===== config.mk =====
export PLATFORM = sky130hd
export DESIGN_NAME = div_hilo_ctrl
export DESIGN_NICKNAME = d
export VERILOG_FILES = /design/src/rtl/div_hilo_ctrl.sv
export SDC_FILE = /design/constraint.sdc
export NUM_CORES = 1
export LEC_CHECK = 0
export BUFFER_PORTS_ARGS = -buffer_cell sky130_fd_sc_hd__clkbuf_2
export CORE_MARGIN = 1
export CORE_UTILIZATION = 34
export CTS_BUF_LIST = sky130_fd_sc_hd__clkbuf_8
export DETAILED_ROUTE_END_ITERATION = 8
export HOLD_SLACK_MARGIN = 0.15
export SYNTH_ARGS = -nofsm -noshare
export SYNTH_HDL_FRONTEND = slang
export SYNTH_SLANG_ARGS = --single-unit

===== constraint.sdc =====
create_clock -name clock -period 2 [get_ports clock]
set_input_delay 0.6 -clock clock [delete_from_list [all_inputs] [get_ports clock]]
set_output_delay 0.6 -clock clock [all_outputs]
set_load 0.005 [all_outputs]

===== src/rtl/div_hilo_ctrl.sv =====
// div_hilo_ctrl: sequencing wrapper around an external combinational
// unsigned divider. It captures the operands, drives their magnitudes to the
// divider, waits SETTLE_CYCLES for the divider to settle, and then writes
// sign-corrected HI (remainder) and LO (quotient) values.
// A zero divisor skips the settle wait and produces the fixed div-by-zero
// result.
module div_hilo_ctrl #(
    parameter int WIDTH         = 32,
    parameter int SETTLE_CYCLES = 2
) (
    input  logic             clock,
    input  logic             clear,
    input  logic             start,
    input  logic             signed_op,
    input  logic [WIDTH-1:0] dividend,
    input  logic [WIDTH-1:0] divisor,
    output logic [WIDTH-1:0] div_dividend,
    output logic [WIDTH-1:0] div_divisor,
    input  logic [WIDTH-1:0] div_quotient,
    input  logic [WIDTH-1:0] div_remainder,
    output logic             busy,
    output logic             done,
    output logic             div_by_zero,
    output logic [WIDTH-1:0] hi_out,
    output logic [WIDTH-1:0] lo_out
);

    localparam int CNT_W = (SETTLE_CYCLES > 1) ? $clog2(SETTLE_CYCLES) : 1;
    localparam logic [CNT_W-1:0] CNT_LAST = CNT_W'(SETTLE_CYCLES - 1);

    typedef enum logic [1:0] {
        S_IDLE   = 2'd0,
        S_SETTLE = 2'd1,
        S_WRITE  = 2'd2,
        S_DONE   = 2'd3
    } state_t;

    state_t           state_q, state_d;
    logic [CNT_W-1:0] cnt_q, cnt_d;
    logic             sq_q, sq_d;         // quotient needs negation
    logic             sr_q, sr_d;         // remainder needs negation
    logic             zero_q, zero_d;     // divisor was zero at accept
    logic [WIDTH-1:0] dvd_raw_q, dvd_raw_d;
    logic [WIDTH-1:0] mag_dvd_q, mag_dvd_d;
    logic [WIDTH-1:0] mag_dvs_q, mag_dvs_d;
    logic [WIDTH-1:0] hi_q, hi_d;
    logic [WIDTH-1:0] lo_q, lo_d;
    logic             dbz_q, dbz_d;

    // Operand sign decode. Unsigned mode never negates.
    logic             neg_dvd, neg_dvs;
    assign neg_dvd = signed_op & dividend[WIDTH-1];
    assign neg_dvs = signed_op & divisor[WIDTH-1];

    // Next-state and datapath-update logic; every register holds by default.
    always_comb begin
        state_d   = state_q;
        cnt_d     = cnt_q;
        sq_d      = sq_q;
        sr_d      = sr_q;
        zero_d    = zero_q;
        dvd_raw_d = dvd_raw_q;
        mag_dvd_d = mag_dvd_q;
        mag_dvs_d = mag_dvs_q;
        hi_d      = hi_q;
        lo_d      = lo_q;
        dbz_d     = dbz_q;
        unique case (state_q)
            S_IDLE: begin
                if (start) begin
                    sq_d      = neg_dvd ^ neg_dvs;
                    sr_d      = neg_dvd;
                    zero_d    = (divisor == '0);
                    dvd_raw_d = dividend;
                    mag_dvd_d = neg_dvd ? -dividend : dividend;
                    mag_dvs_d = neg_dvs ? -divisor : divisor;
                    dbz_d     = 1'b0;
                    cnt_d     = '0;
                    state_d   = (divisor == '0) ? S_WRITE : S_SETTLE;
                end
            end
            S_SETTLE: begin
                if (cnt_q == CNT_LAST) begin
                    state_d = S_WRITE;
                end else begin
                    cnt_d = cnt_q + 1'b1;
                end
            end
            S_WRITE: begin
                if (zero_q) begin
                    lo_d  = '1;
                    hi_d  = dvd_raw_q;
                    dbz_d = 1'b1;
                end else begin
                    lo_d = sq_q ? -div_quotient : div_quotient;
                    hi_d = sr_q ? -div_remainder : div_remainder;
                end
                state_d = S_DONE;
            end
            S_DONE: begin
                state_d = S_IDLE;
            end
            default: begin
                state_d = S_IDLE;
            end
        endcase
    end

    // State and datapath registers; clear abandons any operation in flight.
    always_ff @(posedge clock or negedge clear) begin
        if (!clear) begin
            state_q   <= S_IDLE;
            cnt_q     <= '0;
            sq_q      <= 1'b0;
            sr_q      <= 1'b0;
            zero_q    <= 1'b0;
            dvd_raw_q <= '0;
            mag_dvd_q <= '0;
            mag_dvs_q <= '0;
            hi_q      <= '0;
            lo_q      <= '0;
            dbz_q     <= 1'b0;
        end else begin
            state_q   <= state_d;
            cnt_q     <= cnt_d;
            sq_q      <= sq_d;
            sr_q      <= sr_d;
            zero_q    <= zero_d;
            dvd_raw_q <= dvd_raw_d;
            mag_dvd_q <= mag_dvd_d;
            mag_dvs_q <= mag_dvs_d;
            hi_q      <= hi_d;
            lo_q      <= lo_d;
            dbz_q     <= dbz_d;
        end
    end

    assign busy         = (state_q == S_SETTLE) || (state_q == S_WRITE);
    assign done         = (state_q == S_DONE);
    assign div_dividend = mag_dvd_q;
    assign div_divisor  = mag_dvs_q;
    assign hi_out       = hi_q;
    assign lo_out       = lo_q;
    assign div_by_zero  = dbz_q;

endmodule


==> run_results.csv, run 1 <==
group,metric,value,unit
status,status,"finished with violations",
status,violations,"setup timing",
timing,min_period,2.252,ns
logic_synthesis,yosysTopAreaCell,"dfrtp_1",
timing,setup_violations,10,
pwr,power_frac_seq,39.1,%
pwr,p_comb_share,43.6,%
detailed_routing,via_count,8769,
clock_tree,cts_buffers,17,
floorplan,ioPinCount,263,
placement,portBuffers,262,
logic_synthesis,synth_area_leaders,"dfrtp_1 (46%), nand2_1 (8.1%), o21ai_0 (6.0%)",
logic_synthesis,ys_seq_area_share,46.48,%
clock_tree,cts_tree,"done",
critical_path,crit_arrival,2.60,ns
logic_synthesis,synth-main-ff-cell,"dfrtp_1",
cells_and_area,diodes,0,
floorplan,num_rows,58,
cells_and_area,syn_to_final_growth,43.12,%
clock_tree,insertion_delay,0.46,ns
logic_synthesis,synth.top_cell.area_share,46.48,%
pwr,pwr-share-clk,17.3,%
clock_tree,cts_buffer_depth,2,
detailed_routing,wirelength,28650,microns
pwr,p_leak,6.053,nW
timing,fmax,444.0,MHz
timing,period_share,112.6,%
critical_path,cp-start-kind,"input port",
detailed_routing,routed_via_density,4.938,
detailed_routing,route.detailed.drc,0,
detailed_routing,ant_nets,0,
global_routing,antenna_found_initial,1,
logic_synthesis,synth.most_common_cell,"nand2_1",
logic_synthesis,postSynth.asyncResetShare,100.0,%
cells_and_area,drive_above_1_share,37.76,%
critical_path,cp_max_fo,4,
pwr,power,0.01517,W
pwr,p_sw_share,38.50,%
timing,maxSlewHeadroom,62.32,%
logic_synthesis,yosys_warnings,0,
pwr,power_switching,0.005840,W
pwr,power_density,1186,nW/um^2
cells_and_area,seq_area,4154,sq um
timing,rsz0062_at_grt,"yes",
floorplan,die_w,164.1,microns
detailed_routing,met1_length,12830,microns
cells_and_area,num-fill-cells,2439,
clock_tree,htree_levels,4,
flow_run,maxCapViolCount,0,
cells_and_area,multi_input_area,4785,sq um
global_routing,overflow,0,
detailed_routing,wl_met2,13060,microns
placement,gp_congestion,0.8682,
floorplan,core_area,25470,sq um
global_routing,grt_pass1_vias,8397,
logic_synthesis,ys_types,51,
cells_and_area,nNetsFinal,1574,
logic_synthesis,synth_enable_flop_cells,0,
critical_path,regToRegSetupSlack,0.35,ns
timing,maxSlewViolCount,0,
detailed_routing,post_drt_wl_per_cell,16.13,microns
clock_tree,root_buffer,"clkbuf_8",
logic_synthesis,syn_inst,1014,
placement,post-dp-hpwl,21660,microns
critical_path,worstSetupEndpointType,"flip-flop",
detailed_routing,routed-wl-met3,2262,microns
timing,hold_viol,0,
floorplan,dieArea,26940,sq um
global_routing,grt_start_max_net_pins,75,
hold_path,min_path_type,"input port to flip-flop",
critical_path,worst-setup-path-type,"input port to flip-flop",
detailed_routing,drt_iter0_markers,600,
logic_synthesis,mappedNetlistArea,8937,sq um
global_routing,grt_pass1_wl,45230,microns
detailed_routing,highest_layer,"met5",
timing,fin_ws,-0.2524,ns
clock_tree,clock-sinks,166,
detailed_routing,dr.pass1.iters,5,
logic_synthesis,synth_nets,1154,
global_routing,track_usage,21.55,%
logic_synthesis,syn_avg_cell_area,8.814,sq um
cells_and_area,final_core_utilization,50.22,%
pwr,p_int,0.009330,W
timing,tightest_slew,0.5618,ns
logic_synthesis,ys_ff_latch,166,
timing,fin_skew,0.02003,ns
clock_tree,path_clk_slew,0.10,ns
floorplan,initial_core_util,35.09,%
logic_synthesis,synth_common_cells,"nand2_1 (193), dfrtp_1 (166), o21ai_0 (108)",
critical_path,crit_required,2.35,ns
pwr,irDropWorstVdd,0.0004881,V
floorplan,die_y,164.1,microns
==> layout by cell type (no fill, tap or decap), drive strengths merged, types with 12 or more instances in the layout <==
cell type / count
clkbuf: 275
buf: 197
nand2: 193
dfrtp: 166
o21ai: 111
nor2: 75
xnor2: 60
xor2: 56
a21oi: 56
o31ai: 28
inv: 23
nor3: 18
nor4: 16
a31oi: 15
nand3: 15
or3: 13
or4: 12
==> power by group through the flow <==
stage	registers, W	logic, W	clock network (W)
final	0.00593	0.00661	0.00263
after global routing	0.00613	0.00744	0.00285
after CTS	0.00594	0.00666	0.00271
after detailed placement	0.00600	0.00656	0
after global placement	0.00596	0.00643	0
after floorplan	0.00587	0.00349	0
==> layout make-up <==
type	count	share of cell area, %
clock inverters	14	1.458
clock buffers	17	1.829
inverters	23	0.6749
well taps	330	3.228
repair buffers	456	22.93
flip-flops and latches	166	32.48
multi-input cells	770	37.41
==> through the flow <==
step           hold WS [ns]  setup slack, ns  std cells  TNS (ns)  area (sq um)
2_1_floorplan        0.3044          -0.5933       1014    -5.915          9133
3_5_place_dp         0.4599          -0.7550       1731    -25.12         12150
6_report             0.3882          -0.2524       1776    -1.532         12790
3_3_place_gp         0.4557          -0.7069       1731    -23.07         12150
4_1_cts              0.3553          -0.1992       1773    -1.067         12700
5_1_grt              0.3669          -0.2630       1776    -1.679         12790
==> kinds of logic (layout without fill, tap and decap cells) <==
family          after synthesis  after routing  share of synthesized area (%)
compound gates              253            253                          17.02
xor+xnor                    116            116                          11.37
fa+ha+maj                     8              8                          1.120
buf+inv                      78            510                          3.318
flops                       166            166                          46.48
mux                          10             10                          1.190
simple gates                383            383                          19.50
==> repair_timing <==
action / CTS / global route
hold endpoints to repair: 28 / 0
setup buffers: 10 / 3
endpoints found under the setup margin: 10 / 20
pin swaps: 12 / 4
resized for setup: 10 / 12
hold buffers: 1 / 0
cloned: 0 / 0
==> critical path: stages <==
cell     delay (ns)
buf_6          0.09
or4_4          0.54
or3_4          0.37
or3_4          0.42
o31ai_4        0.19
xnor2_1        0.08
a221o_1        0.31
==> routing by layer <==
metal  vias to the layer above  track usage, %
met4                         2           5.850
met3                        31           5.934
li1                       4355               -
met5                         -               0
met1                      4081           29.08
met2                       300           33.68
==> sequential cells by signal, indices dropped and copies added (netlist names), 2 cells and up <==
register      flops
div_divisor      32
hi_out           32
state_q           2
dvd_raw_q        32
lo_out           32
div_dividend     31
==> worst paths after layout <==
kind,from,endpoint,cells past startpoint
max,div_remainder[18],hi_out[23]$_DFFE_PN0P_,7
min,dividend[30],dvd_raw_q[30]$_DFFE_PN0P_,3
max reg2reg,state_q[1]$_DFFE_PN0P_,lo_out[27]$_DFFE_PN0P_,6
min reg2reg,dvd_raw_q[21]$_DFFE_PN0P_,dvd_raw_q[21]$_DFFE_PN0P_,2
max in group asynchronous,clear,div_divisor[23]$_DFFE_PN0P_,3
min in group asynchronous,clear,hi_out[27]$_DFFE_PN0P_,2
(Power assumes the default switching activity.)
==> run 2: changes to the inputs <==
--- a/config.mk
+++ b/config.mk
@@ -7,10 +7,11 @@
 export LEC_CHECK = 0
 export BUFFER_PORTS_ARGS = -buffer_cell sky130_fd_sc_hd__clkbuf_2
 export CORE_MARGIN = 1
-export CORE_UTILIZATION = 34
+export CORE_UTILIZATION = 54
 export CTS_BUF_LIST = sky130_fd_sc_hd__clkbuf_8
 export DETAILED_ROUTE_END_ITERATION = 8
 export HOLD_SLACK_MARGIN = 0.15
+export PLACE_DENSITY = 0.83
 export SYNTH_ARGS = -nofsm -noshare
 export SYNTH_HDL_FRONTEND = slang
 export SYNTH_SLANG_ARGS = --single-unit
==> run 2 against run 1 <==
Effect of this change:
- the flow still finishes with violations (setup timing)
- largest power group unchanged
- final area shrank 1.2%
- hold slack gained 0.018 ns
- clock-buffer cell count grew 1
- worst setup slack lost 0.069 ns
- core utilization grew 29 points
- sequential power is essentially flat
- total power grew 0.27%
- die area shrank 37%
- clock power shrank 6%
- combinational power grew 3%
==> run_results.csv, run 2 (synthesized netlist as in run 1, its figures left out) <==
group,metric,value,unit
critical_path,path_delay_family,"simple AND/OR/NAND/NOR gates",
timing,whs,0.4059,ns
critical_path,worstSetupEndpointType,"flip-flop",
placement,gp_congestion,0.9516,
cells_and_area,nNetsFinal,1567,
detailed_routing,routed_via_density,5.681,
cells_and_area,final_cell_mix,"clkbuf_2 (257), nand2_1 (190), buf_4 (175)",
flow_run,maxCapViolCount,0,
floorplan,core_area,16000,sq um
critical_path,r2r_start,"sr_q$_DFFE_PN0P_",
timing,maxSlewHeadroom,63.13,%
floorplan,initial_core_util,55.86,%
pwr,p_int,0.009258,W
timing,setup_violations,13,
floorplan,ioPinCount,263,
hold_path,hp-start,"dividend[19]",
timing,rsz0062_at_grt,"yes",
clock_tree,cts_buffer_depth,2,
cells_and_area,final_common_cell,"clkbuf_2",
timing,finalSetupTns,-2.197,ns
clock_tree,path_clk_slew,0.09,ns
clock_tree,cts_buffers,17,
detailed_routing,dr.pass1.iters,6,
floorplan,die_y,130.7,microns
detailed_routing,post_drt_wl_per_cell,17.54,microns
global_routing,grt_pass1_wl,43290,microns
critical_path,cp-start-kind,"input port",
floorplan,die_w,130.7,microns
detailed_routing,drt_iter0_markers,722,
timing,fin_skew,0.01328,ns
pwr,p_sw_share,39.14,%
placement,post-dp-hpwl,21100,microns
detailed_routing,via_count,9408,
pwr,power_density,1203,nW/um^2
pwr,pwr-share-clk,16.3,%
timing,maxSlewViolCount,0,
critical_path,cp_max_fo,4,
pwr,irDropWorstVdd,0.0006775,V
status,status,"finished with violations",
placement,portBuffers,262,
critical_path,crit_path_max_incr_delay,0.54,ns
critical_path,crit_path_cell_trace,"buf_6 > or4_4 > or3_4 > or3_4 > buf_4 > o41ai_4 > nand4_1 > o211ai_1",
timing,hold_viol,0,
detailed_routing,ant_nets,0,
status,violations,"setup timing",
floorplan,num_rows,46,
critical_path,cp_common_cell,"or3_4",
critical_path,crit_required,2.37,ns
detailed_routing,wirelength,29040,microns
critical_path,slowest_stage,"or4_4",
pwr,p_leak,6.036,nW
global_routing,track_usage,33.14,%
critical_path,startpoint,"div_remainder[18]",
hold_path,min_path_type,"input port to flip-flop",
critical_path,crit_buf_inv,2,
global_routing,overflow,0,
critical_path,crit_arrival,2.69,ns
pwr,power_frac_seq,39.0,%
clock_tree,htree_levels,4,
timing,fmax,430.9,MHz
pwr,p_comb_share,44.8,%
timing,min_period,2.321,ns
clock_tree,insertion_delay,0.45,ns
pwr,power_switching,0.005953,W
detailed_routing,route.detailed.drc,0,
timing,tightest_slew,0.5459,ns
floorplan,dieArea,17070,sq um
timing,period_share,116.0,%
critical_path,regToRegSetupSlack,0.16,ns
critical_path,worst-setup-path-type,"input port to flip-flop",
clock_tree,clock-sinks,166,
global_routing,grt_start_max_net_pins,48,
global_routing,antenna_found_initial,1,
global_routing,grt_pass1_vias,8888,
cells_and_area,drive_above_1_share,37.67,%
timing,fin_ws,-0.3209,ns
cells_and_area,syn_to_final_growth,41.44,%
clock_tree,cts_tree,"done",
clock_tree,root_buffer,"clkbuf_8",
-- run 2: layer usage --
metal | vias to the layer above | track usage, % | share of wire (%)
met4 | 0 | 14.13 | 4.0
met3 | 105 | 8.510 | 8.5
met1 | 4478 | 40.61 | 40
met2 | 470 | 55.56 | 48
met5 | - | 0 | 0
li1 | 4355 | - | -
-- run 2: power by group through the flow --
stage               clock network, W  logic (W)  registers [W]
finish                       0.00248    0.00681        0.00592
detailed placement                 0    0.00647        0.00595
global route                 0.00262    0.00755        0.00610
floorplan                          0    0.00349        0.00587
global placement                   0    0.00620        0.00589
CTS                          0.00252    0.00662        0.00589
-- run 2: path summary, 6_finish.rpt --
path / endpoint / depth (start not counted)
setup reg to reg: hi_out[28]$_DFFE_PN0P_ / 5
max in group asynchronous: div_divisor[12]$_DFFE_PN0P_ / 3
min in group asynchronous: div_divisor[25]$_DFFE_PN0P_ / 2
setup / recovery: hi_out[29]$_DFFE_PN0P_ / 8
hold reg to reg: dvd_raw_q[25]$_DFFE_PN0P_ / 2
hold / removal: dvd_raw_q[19]$_DFFE_PN0P_ / 3
-- run 2: stage by stage --
step	cell area [sq um]	power (W)	std cells	setup WS, ns	util (%)
3_5_place_dp	11940	0.01242	1614	-0.7748	74.61
6_report	12640	0.01521	1656	-0.3209	79.00
4_1_cts	12450	0.01503	1651	-0.2733	77.80
5_1_grt	12640	0.01627	1655	-0.3999	78.99
2_1_floorplan	9133	0.009365	1014	-0.5933	-
3_3_place_gp	11940	0.01209	1614	-0.7014	74.61
-- run 2: final cells by class --
type | count | area (sq um)
diodes | 1 | 2.502
clock buffers | 18 | 247.7
clock inverters | 13 | 157.7
fillers | 1054 | 3359
inverters | 23 | 91.34
multi-input cells | 770 | 4866
flip-flops and latches | 166 | 4154
well taps | 216 | 270.3
repair buffers | 449 | 2851
-- run 2: what timing repair did --
action                     CTS  global route
setup buffers                5             5
setup endpoints to repair   12            16
hold buffers                 1             0
pin swaps                   13            22
hold endpoints to repair    41             0
resized for setup           10            30
-- run 2: tightest hold or removal path: cells and delay by family --
family	cells	cell delay, ns
buffers and inverters	1	0.11
AND/OR/NAND/NOR	2	0.11
==> run 3: changes to the inputs <==
--- a/config.mk
+++ b/config.mk
@@ -12,6 +12,7 @@
 export DETAILED_ROUTE_END_ITERATION = 8
 export HOLD_SLACK_MARGIN = 0.15
 export PLACE_DENSITY = 0.83
+export RECOVER_POWER = 25
 export SYNTH_ARGS = -nofsm -noshare
 export SYNTH_HDL_FRONTEND = slang
 export SYNTH_SLANG_ARGS = --single-unit
==> run 3 against run 2 <==
Effect of this change:
- the flow still finishes with violations (setup timing)
- hold slack got worse by 0.0016 ns
- combinational power about the same
- core utilization decreased by 0.078 points
- sequential power about the same
- via count decreased by 1.1%
- clock skew decreased by 0.0016 ns
- final area about the same
- cell count unchanged
- worst setup slack got worse by 0.00062 ns
- non-clock buffer count unchanged
- total power decreased by 0.11%
==> run_results.csv, run 3 (synthesized netlist as in run 1, its figures left out) <==
group,metric,value,unit
status,status,"finished with violations",
status,violations,"setup timing",
floorplan,ioPinCount,263,
critical_path,crit_buf_inv,2,
pwr,p_int,0.009245,W
pwr,power,0.01519,W
global_routing,grt_pass1_vias,8888,
floorplan,die_w,130.7,microns
clock_tree,path_clk_slew,0.09,ns
critical_path,cp_max_fo,4,
timing,min_period,2.322,ns
critical_path,crit_path_cell_trace,"buf_6 > or4_4 > or3_4 > or3_4 > buf_4 > o41ai_4 > nand4_1 > o211ai_1",
critical_path,path_delay_family,"simple AND/OR/NAND/NOR gates",
global_routing,track_usage,33.14,%
pwr,power_switching,0.005949,W
critical_path,cp_common_cell,"or3_4",
pwr,power_frac_seq,39.0,%
floorplan,num_rows,46,
clock_tree,insertion_delay,0.45,ns
timing,tightest_slew,1.215,ns
clock_tree,htree_levels,4,
placement,gp_congestion,0.9516,
clock_tree,cts_buffer_depth,2,
floorplan,dieArea,17070,sq um
detailed_routing,wirelength,28990,microns
timing,fmax,430.8,MHz
clock_tree,root_buffer,"clkbuf_8",
critical_path,worst-setup-path-type,"input port to flip-flop",
cells_and_area,syn_to_final_growth,41.30,%
cells_and_area,num-fill-cells,1056,
clock_tree,cts_buffers,17,
global_routing,overflow,0,
placement,dp_slack,-0.7748,ns
cells_and_area,final_cell_mix,"clkbuf_2 (258), nand2_1 (190), buf_4 (174)",
detailed_routing,route.detailed.drc,0,
timing,setup_violations,13,
critical_path,crit_arrival,2.69,ns
global_routing,antenna_found_initial,1,
cells_and_area,nNetsFinal,1567,
global_routing,grt_pass1_wl,43290,microns
cells_and_area,drive_above_1_share,37.53,%
floorplan,core_area,16000,sq um
hold_path,min_path_type,"input port to flip-flop",
pwr,pwr-share-clk,16.4,%
timing,period_share,116.1,%
pwr,p_comb_share,44.7,%
placement,post-dp-hpwl,21100,microns
detailed_routing,drt_iter0_markers,705,
floorplan,die_y,130.7,microns
timing,hold_viol,0,
timing,fin_skew,0.01172,ns
detailed_routing,ant_nets,0,
critical_path,worstSetupEndpointType,"flip-flop",
critical_path,cp-start-kind,"input port",
timing,maxSlewViolCount,0,
pwr,power_density,1203,nW/um^2
timing,maxSlewHeadroom,18.97,%
clock_tree,cts_tree,"done",
timing,rsz0062_at_grt,"yes",
floorplan,initial_core_util,55.86,%
critical_path,slowest_stage,"or4_4",
clock_tree,clock-sinks,166,
detailed_routing,dr.pass1.iters,5,
placement,portBuffers,262,
pwr,p_leak,6.032,nW
cells_and_area,seq_area,4154,sq um
detailed_routing,routed_via_density,5.620,
pwr,irDropWorstVdd,0.0006801,V
detailed_routing,via_count,9306,
cells_and_area,multi_input_area,4863,sq um
timing,fin_ws,-0.3215,ns
global_routing,grt_start_max_net_pins,48,
flow_run,maxCapViolCount,0,
timing,whs,0.4043,ns
cells_and_area,final_common_cell,"clkbuf_2",
pwr,p_sw_share,39.15,%
critical_path,crit_path_max_incr_delay,0.54,ns
critical_path,crit_required,2.37,ns
cells_and_area,final_core_utilization,78.93,%
detailed_routing,post_drt_wl_per_cell,17.50,microns
[run 3: worst min-delay path, cell delays in order]
cell      delay [ns]
clkbuf_2        0.11
nand2_1         0.06
nand2_1         0.05
[run 3: per-layer routing]
layer / routed length [microns] / vias to the layer above / track usage, %
met5: 0 / - / 0
met4: 1049 / 0 / 14.13
met3: 2560 / 86 / 8.510
met2: 13860 / 474 / 55.56
met1: 11520 / 4397 / 40.61
li1: - / 4349 / -
[run 3: power by group through the flow]
stage / logic, W / clock network, W / registers [W]
CTS: 0.00662 / 0.00252 / 0.00589
floorplan: 0.00349 / 0 / 0.00587
global placement: 0.00620 / 0 / 0.00589
global route: 0.00754 / 0.00262 / 0.00610
finish: 0.00679 / 0.00249 / 0.00592
detailed placement: 0.00647 / 0 / 0.00595
[run 3: path summary, 6_finish.rpt]
check,startpoint,endpoint,slack [ns],depth (start not counted)
min in group asynchronous,clear,div_divisor[25]$_DFFE_PN0P_,0.92,2
worst max-delay path,div_remainder[18],hi_out[29]$_DFFE_PN0P_,-0.32,8
max in group asynchronous,clear,div_divisor[12]$_DFFE_PN0P_,0.16,3
worst min-delay path,dividend[19],dvd_raw_q[19]$_DFFE_PN0P_,0.40,3
worst min register to register,dvd_raw_q[22]$_DFFE_PN0P_,dvd_raw_q[22]$_DFFE_PN0P_,0.48,2
worst max register to register,state_q[1]$_DFFE_PN0P_,hi_out[29]$_DFFE_PN0P_,0.10,6
[run 3: area by class of cell]
class,count,area share [%]
Clock inverter,13,1.248
Tap cell,216,2.140
Inverter,23,0.7233
Sequential cell,166,32.89
Timing Repair Buffer,449,22.50
Antenna cell,1,0.01982
Multi-Input combinational cell,770,38.51
Clock buffer,18,1.962
[run 3: through the flow]
step,setup TNS [ns],cells,cell area [sq um]
2_1_floorplan,-5.915,1014,9133
3_3_place_gp,-20.39,1614,11940
3_5_place_dp,-24.26,1614,11940
4_1_cts,-1.512,1651,12450
5_1_grt,-3.366,1655,12630
6_report,-2.164,1656,12630
[run 3: timing repair]
| action | 4_1_cts | 5_1_grt |
|---|---|---|
| endpoints found under the hold margin | 41 | 0 |
| resized for setup | 10 | 30 |
| setup buffers | 5 | 5 |
| hold buffers | 1 | 0 |
| endpoints found under the setup margin | 12 | 16 |
| pin swaps | 13 | 22 |
